$ cat config.mk
export PLATFORM = sky130hd
export DESIGN_NAME = io_bus_arbiter
export DESIGN_NICKNAME = d
export VERILOG_FILES = /design/src/rtl/io_bus_arbiter.sv
export SDC_FILE = /design/constraint.sdc
export NUM_CORES = 1
export LEC_CHECK = 0
export CAP_MARGIN = 5
export CORE_AREA = 2 2 118 120
export CTS_CLUSTER_DIAMETER = 40
export DETAILED_ROUTE_END_ITERATION = 8
export DIE_AREA = 0 0 120 122
export PLACE_DENSITY = 0.8
export SYNTH_ARGS = -nofsm -noshare
export SYNTH_HDL_FRONTEND = slang
export SYNTH_SLANG_ARGS = --single-unit
$ cat constraint.sdc
create_clock -name clk -period 2.29 [get_ports clk]
set_input_delay 0.229 -clock clk [delete_from_list [all_inputs] [get_ports clk]]
set_output_delay 0.229 -clock clk [all_outputs]
set_load 0.05 [all_outputs]
$ cat src/rtl/io_bus_arbiter.sv
// Purpose     : round-robin arbiter sharing the LED/KEY IO register port between two bus masters.
// Latency     : legal access acks two edges after the request is sampled in IDLE, rejected access one edge after.
// Backpressure: req is level-held until ack; one transaction in flight, the loser simply waits in IDLE.
//
// Ports
//   clk, rst_n                       clock (rising edge), asynchronous active-low reset
//   m0_req/we/addr/wdata             master 0 (CPU data port) request side, held stable until m0_ack
//   m0_rdata/ack/err                 master 0 response: one-cycle ack, rdata and err valid with ack, 0 otherwise
//   m1_*                             identical set for master 1 (debug/monitor port)
//   io_ce/we/addr/wdata              IO device strobe and latched request fields
//   io_rdata                         IO device combinational read data
//   gnt_id                           owner of the current/last transaction (0 = m0, 1 = m1)
module io_bus_arbiter #(
    parameter logic [31:0] LED_ADDR = 32'h0000_FFF0,
    parameter logic [31:0] KEY_ADDR = 32'h0000_FFF4
) (
    input  logic        clk,
    input  logic        rst_n,

    input  logic        m0_req,
    input  logic        m0_we,
    input  logic [31:0] m0_addr,
    input  logic [31:0] m0_wdata,
    output logic [31:0] m0_rdata,
    output logic        m0_ack,
    output logic        m0_err,

    input  logic        m1_req,
    input  logic        m1_we,
    input  logic [31:0] m1_addr,
    input  logic [31:0] m1_wdata,
    output logic [31:0] m1_rdata,
    output logic        m1_ack,
    output logic        m1_err,

    output logic        io_ce,
    output logic        io_we,
    output logic [31:0] io_addr,
    output logic [31:0] io_wdata,
    input  logic [31:0] io_rdata,

    output logic        gnt_id
);

    localparam logic [1:0] ST_IDLE   = 2'd0;
    localparam logic [1:0] ST_ACCESS = 2'd1;
    localparam logic [1:0] ST_RESP   = 2'd2;

    // ------------------------------------------------------------------
    // State
    // ------------------------------------------------------------------
    logic [1:0]  state_q, state_d;
    logic        prio_q,  prio_d;    // master that wins a tie
    logic        gnt_q,   gnt_d;     // owner of the transaction
    logic        we_q,    we_d;
    logic [31:0] addr_q,  addr_d;
    logic [31:0] wdata_q, wdata_d;
    logic [31:0] rdata_q, rdata_d;
    logic        err_q,   err_d;     // rejected access, reported with ack

    // ------------------------------------------------------------------
    // Winner selection and address decode (only meaningful in IDLE)
    // ------------------------------------------------------------------
    logic        any_req;
    logic        win;
    logic        sel_we;
    logic [31:0] sel_addr;
    logic [31:0] sel_wdata;
    logic        sel_legal;

    always_comb begin
        any_req = m0_req | m1_req;
        // A lone requester always wins; prio only breaks a tie.
        if (m0_req && m1_req) begin
            win = prio_q;
        end else begin
            win = m1_req;
        end
        sel_we    = win ? m1_we    : m0_we;
        sel_addr  = win ? m1_addr  : m0_addr;
        sel_wdata = win ? m1_wdata : m0_wdata;
        // LED is read/write, KEY is read-only, everything else is unmapped.
        sel_legal = (sel_addr == LED_ADDR) ||
                    ((sel_addr == KEY_ADDR) && !sel_we);
    end

    // ------------------------------------------------------------------
    // Next-state logic
    // ------------------------------------------------------------------
    always_comb begin
        state_d = state_q;
        prio_d  = prio_q;
        gnt_d   = gnt_q;
        we_d    = we_q;
        addr_d  = addr_q;
        wdata_d = wdata_q;
        rdata_d = rdata_q;
        err_d   = err_q;

        case (state_q)
            ST_IDLE: begin
                if (any_req) begin
                    gnt_d   = win;
                    we_d    = sel_we;
                    addr_d  = sel_addr;
                    wdata_d = sel_wdata;
                    // Cleared here so a rejected access returns rdata = 0.
                    rdata_d = '0;
                    err_d   = !sel_legal;
                    // Rejected accesses skip ACCESS so the device never sees ce.
                    state_d = sel_legal ? ST_ACCESS : ST_RESP;
                end
            end

            ST_ACCESS: begin
                rdata_d = we_q ? '0 : io_rdata;
                state_d = ST_RESP;
            end

            ST_RESP: begin
                // Hand the tie-break to the master that was not just served.
                prio_d  = ~gnt_q;
                state_d = ST_IDLE;
            end

            default: begin
                state_d = ST_IDLE;
            end
        endcase
    end

    always_ff @(posedge clk or negedge rst_n) begin
        if (!rst_n) begin
            state_q <= ST_IDLE;
            prio_q  <= 1'b0;
            gnt_q   <= 1'b0;
            we_q    <= 1'b0;
            addr_q  <= '0;
            wdata_q <= '0;
            rdata_q <= '0;
            err_q   <= 1'b0;
        end else begin
            state_q <= state_d;
            prio_q  <= prio_d;
            gnt_q   <= gnt_d;
            we_q    <= we_d;
            addr_q  <= addr_d;
            wdata_q <= wdata_d;
            rdata_q <= rdata_d;
            err_q   <= err_d;
        end
    end

    // ------------------------------------------------------------------
    // Outputs: decoded straight from state so a reset drops io_ce at once
    // ------------------------------------------------------------------
    logic in_access;
    logic in_resp;

    assign in_access = (state_q == ST_ACCESS);
    assign in_resp   = (state_q == ST_RESP);

    assign io_ce    = in_access;
    assign io_we    = in_access & we_q;
    assign io_addr  = addr_q;
    assign io_wdata = wdata_q;
    assign gnt_id   = gnt_q;

    assign m0_ack   = in_resp & ~gnt_q;
    assign m1_ack   = in_resp &  gnt_q;
    assign m0_err   = m0_ack & err_q;
    assign m1_err   = m1_ack & err_q;
    assign m0_rdata = m0_ack ? rdata_q : '0;
    assign m1_rdata = m1_ack ? rdata_q : '0;

endmodule
==> run_results.csv <==
group,metric,value,unit
min_path,hold_path.class,"primary input to async pin",
floorplan,fp-row-count,43,
floorplan,start_util,36.4,%
clock_network,cts_resized,0,
floorplan,core-area,0.0135,mm2
floorplan,dieArea,0.0146,mm2
synthesis,synth.area.top_cells,"dfrtp_1 (52%), mux2i_1 (13%), and2_1 (8.3%)",
global_routing,grt_usage,23.0,%
setup_path,crit_type,"flip-flop to output port",
power,p_leak,4.04,nW
placement,numPortBuffers,300,
finish,drive_gt1_share,13.5,%
power,power.density,675,mW/mm2
setup_path,worstSetupStartpointType,"flip-flop",
route,postRouteAntennaNets,0,
timing,layout_setup_ws,0.191,ns
route,wl_per_cell,18.0,um
timing,slew_violations,0,
synthesis,ys_seq_area_share,52.0,%
run_status,outcome,"complete, no violations",
global_routing,grt_pass1_vias,4841,
timing,hold_slack,0.427,ns
route,viasPerCell,4.97,
timing,final-setup-viol-count,0,
power,p_int,0.00384,W
route,vias,4726,
synthesis,syn_inst,476,
placement,detailed_place_hpwl,13700,um
setup_path,max_stage_delay,0.40,ns
synthesis,syn_area_per_cell,10.3,um2
synthesis,netlist_top_cells_count,"dfrtp_1 (102), nand2_1 (69), o21ai_1 (67), and2_1 (65), mux2i_1 (65)",
placement,place_congestion,0.897,
synthesis,synth_top_area_cell,"dfrtp_1",
power,p_total,0.00615,W
power,peakVddDrop,496,uV
finish,nets,931,
route,drt-initial-drc-count,235,
setup_path,worstPathRequired,2.06,ns
timing,fmax,477,MHz
synthesis,postSynth.asyncResetShare,100,%
setup_path,cp-end-kind,"output port",
setup_path,cpMaxStageDelayCell,"dfrtp_1",
clock_network,clock_latency,0.34,ns
clock_network,h-tree-depth,3,
timing,rsz0062_at_grt,"false",
power,power.share.clock,24.4,%
synthesis,syn-num-nets,642,
floorplan,dieHeight,122,um
timing,skew,0.00482,ns
setup_path,crit_chain,"nand2b_1 > nor2_1 > buf_4 > and2_1 > buf_12",
clock_network,cts.sinks,102,
synthesis,ys_warn_count,0,
floorplan,die_x,120,um
clock_network,clock_path_buffers,2,
clock_network,cts_tree,"yes",
global_routing,grt_max_degree,83,
route,dr.pass1.iters,4,
synthesis,ys_seq_elements,102,
power,comb_power_share,39.8,%
timing,worst_pin_slew,0.585,ns
global_routing,grt_pass1_wl,26100,um
clock_network,cts.reportedPaths.clkPinSlew,0.06,ns
synthesis,syn-cell-area,0.00491,mm2
synthesis,synth_top_area_share,52.0,%
synthesis,synth-edff-count,0,
timing,fin_crit_sh,91.6,%
setup_path,arrival,1.87,ns
placement,placed_area,0.00880,mm2
clock_network,cts_root_buf,"clkbuf_16",
synthesis,ys.flop_type,"dfrtp_1",
power,switching_share,37.6,%
finish,area_growth,85.3,%
power,seqPwrFrac,35.8,%
synthesis,yosys.cell_count.top_type,"dfrtp_1",
route,drc,0,
timing,worst_slew_margin_rel,60.9,%
finish,fin_area,0.00910,mm2
timing,finalCriticalPeriod,2.10,ns
route,routed_wl,17100,um
global_routing,antenna_found_initial,0,
power,p_sw,0.00231,W
finish,postLayoutCoreUtil,67.4,%
synthesis,synth_cell_types,30,
setup_path,cp_max_fo,34,
clock_network,cts-buffers-inserted,9,
flow_run,max-cap-violations,0,
global_routing,overflow,0,
timing,hold_viol,0,
placement,place_ws,-0.0209,ns
floorplan,io_pins,301,
[power by group through the flow]
stage | combinational [W] | clock (W) | sequential [W]
6_report | 0.00245 | 0.00150 | 0.00220
3_5_place_dp | 0.00247 | 0 | 0.00223
3_3_place_gp | 0.00242 | 0 | 0.00222
5_1_grt | 0.00257 | 0.00161 | 0.00224
4_1_cts | 0.00247 | 0.00154 | 0.00220
2_1_floorplan | 0.000538 | 0 | 0.00307
[critical path: cells and delay by family (launching register included)]
kind | cells | cell delay, ns
AND/OR/NAND/NOR | 3 | 0.64
buffers and inverters | 2 | 0.48
flip-flops | 1 | 0.40
[registers in the layout, summed over array words and instances, names as in the netlist]
signal,count
rdata_q,32
gnt_id,1
prio_q,1
io_addr,32
state_q,2
io_wdata,32
we_q,1
err_q,1
[metal layers]
layer	routed length, um	share of wire, %	global-route usage [%]	vias up
met4	247	1.4	6.32	0
li1	-	-	-	2251
met2	8690	51	41.2	205
met3	1310	7.6	6.51	19
met5	0	0	0	-
met1	6830	40	27.1	2251
[path summary, 6_finish.rpt]
kind | from | slack (ns) | end | depth (start not counted)
max | state_q[0] | 0.19 | m0_rdata[9] | 5
min | rst_n | 0.43 | rdata_q[13] | 2
max reg2reg | prio_q | 0.54 | state_q[1] | 5
min reg2reg | io_wdata[13] | 0.48 | io_wdata[13] | 2
max in group asynchronous | rst_n | 1.15 | rdata_q[5] | 3
min in group clk | io_wdata[13] | 0.48 | io_wdata[13] | 2
[through the flow]
stage	setup TNS, ns	cells
after CTS	0	949
final	0	950
after floorplan	0	476
after global placement	0	933
after detailed placement	-0.0328	933
after global routing	0	949
[cell type report]
cell class              count  area, um2
clock inverters             4       47.5
diodes                      1       2.50
multi-input cells         337       2230
inverters                   2       7.51
well taps                 180        225
fillers                  1007       4400
flip-flops and latches    102       2550
clock buffers              11        243
repair buffers            313       3790
[repair_timing]
| item | in CTS | in global routing |
|---|---|---|
| buffers inserted | 0 | 0 |
| hold endpoints to repair | 33 | 0 |
| hold buffers | 1 | 0 |
| endpoints found under the setup margin | 0 | 0 |
[cell families after synthesis]
group	synth area share (%)
AOI/OAI and AO/OA	13.8
buffers and inverters	3.01
DFF	52.0
muxes	13.5
and+or+nand+nor	17.8
[placed cells by master, fill, tap and decap left out, drive strengths merged, types with 2 or more instances in the layout]
| cell type | n |
|---|---|
| inv | 2 |
| clkbuf | 11 |
| clkinv | 2 |
| and2 | 65 |
| a211oi | 2 |
| nor3 | 6 |
| and4b | 2 |
| clkdlybuf4s50 | 230 |
| nor2b | 2 |
| o21ai | 67 |
| buf | 82 |
| nor2 | 4 |
| nand4 | 4 |
| dfrtp | 102 |
| nand2 | 69 |
| mux2i | 65 |
| nand2b | 2 |
| nand4b | 2 |
| or4 | 3 |
| nor4 | 5 |
| a22o | 32 |
Note: power is estimated with default switching activity, not from simulation.
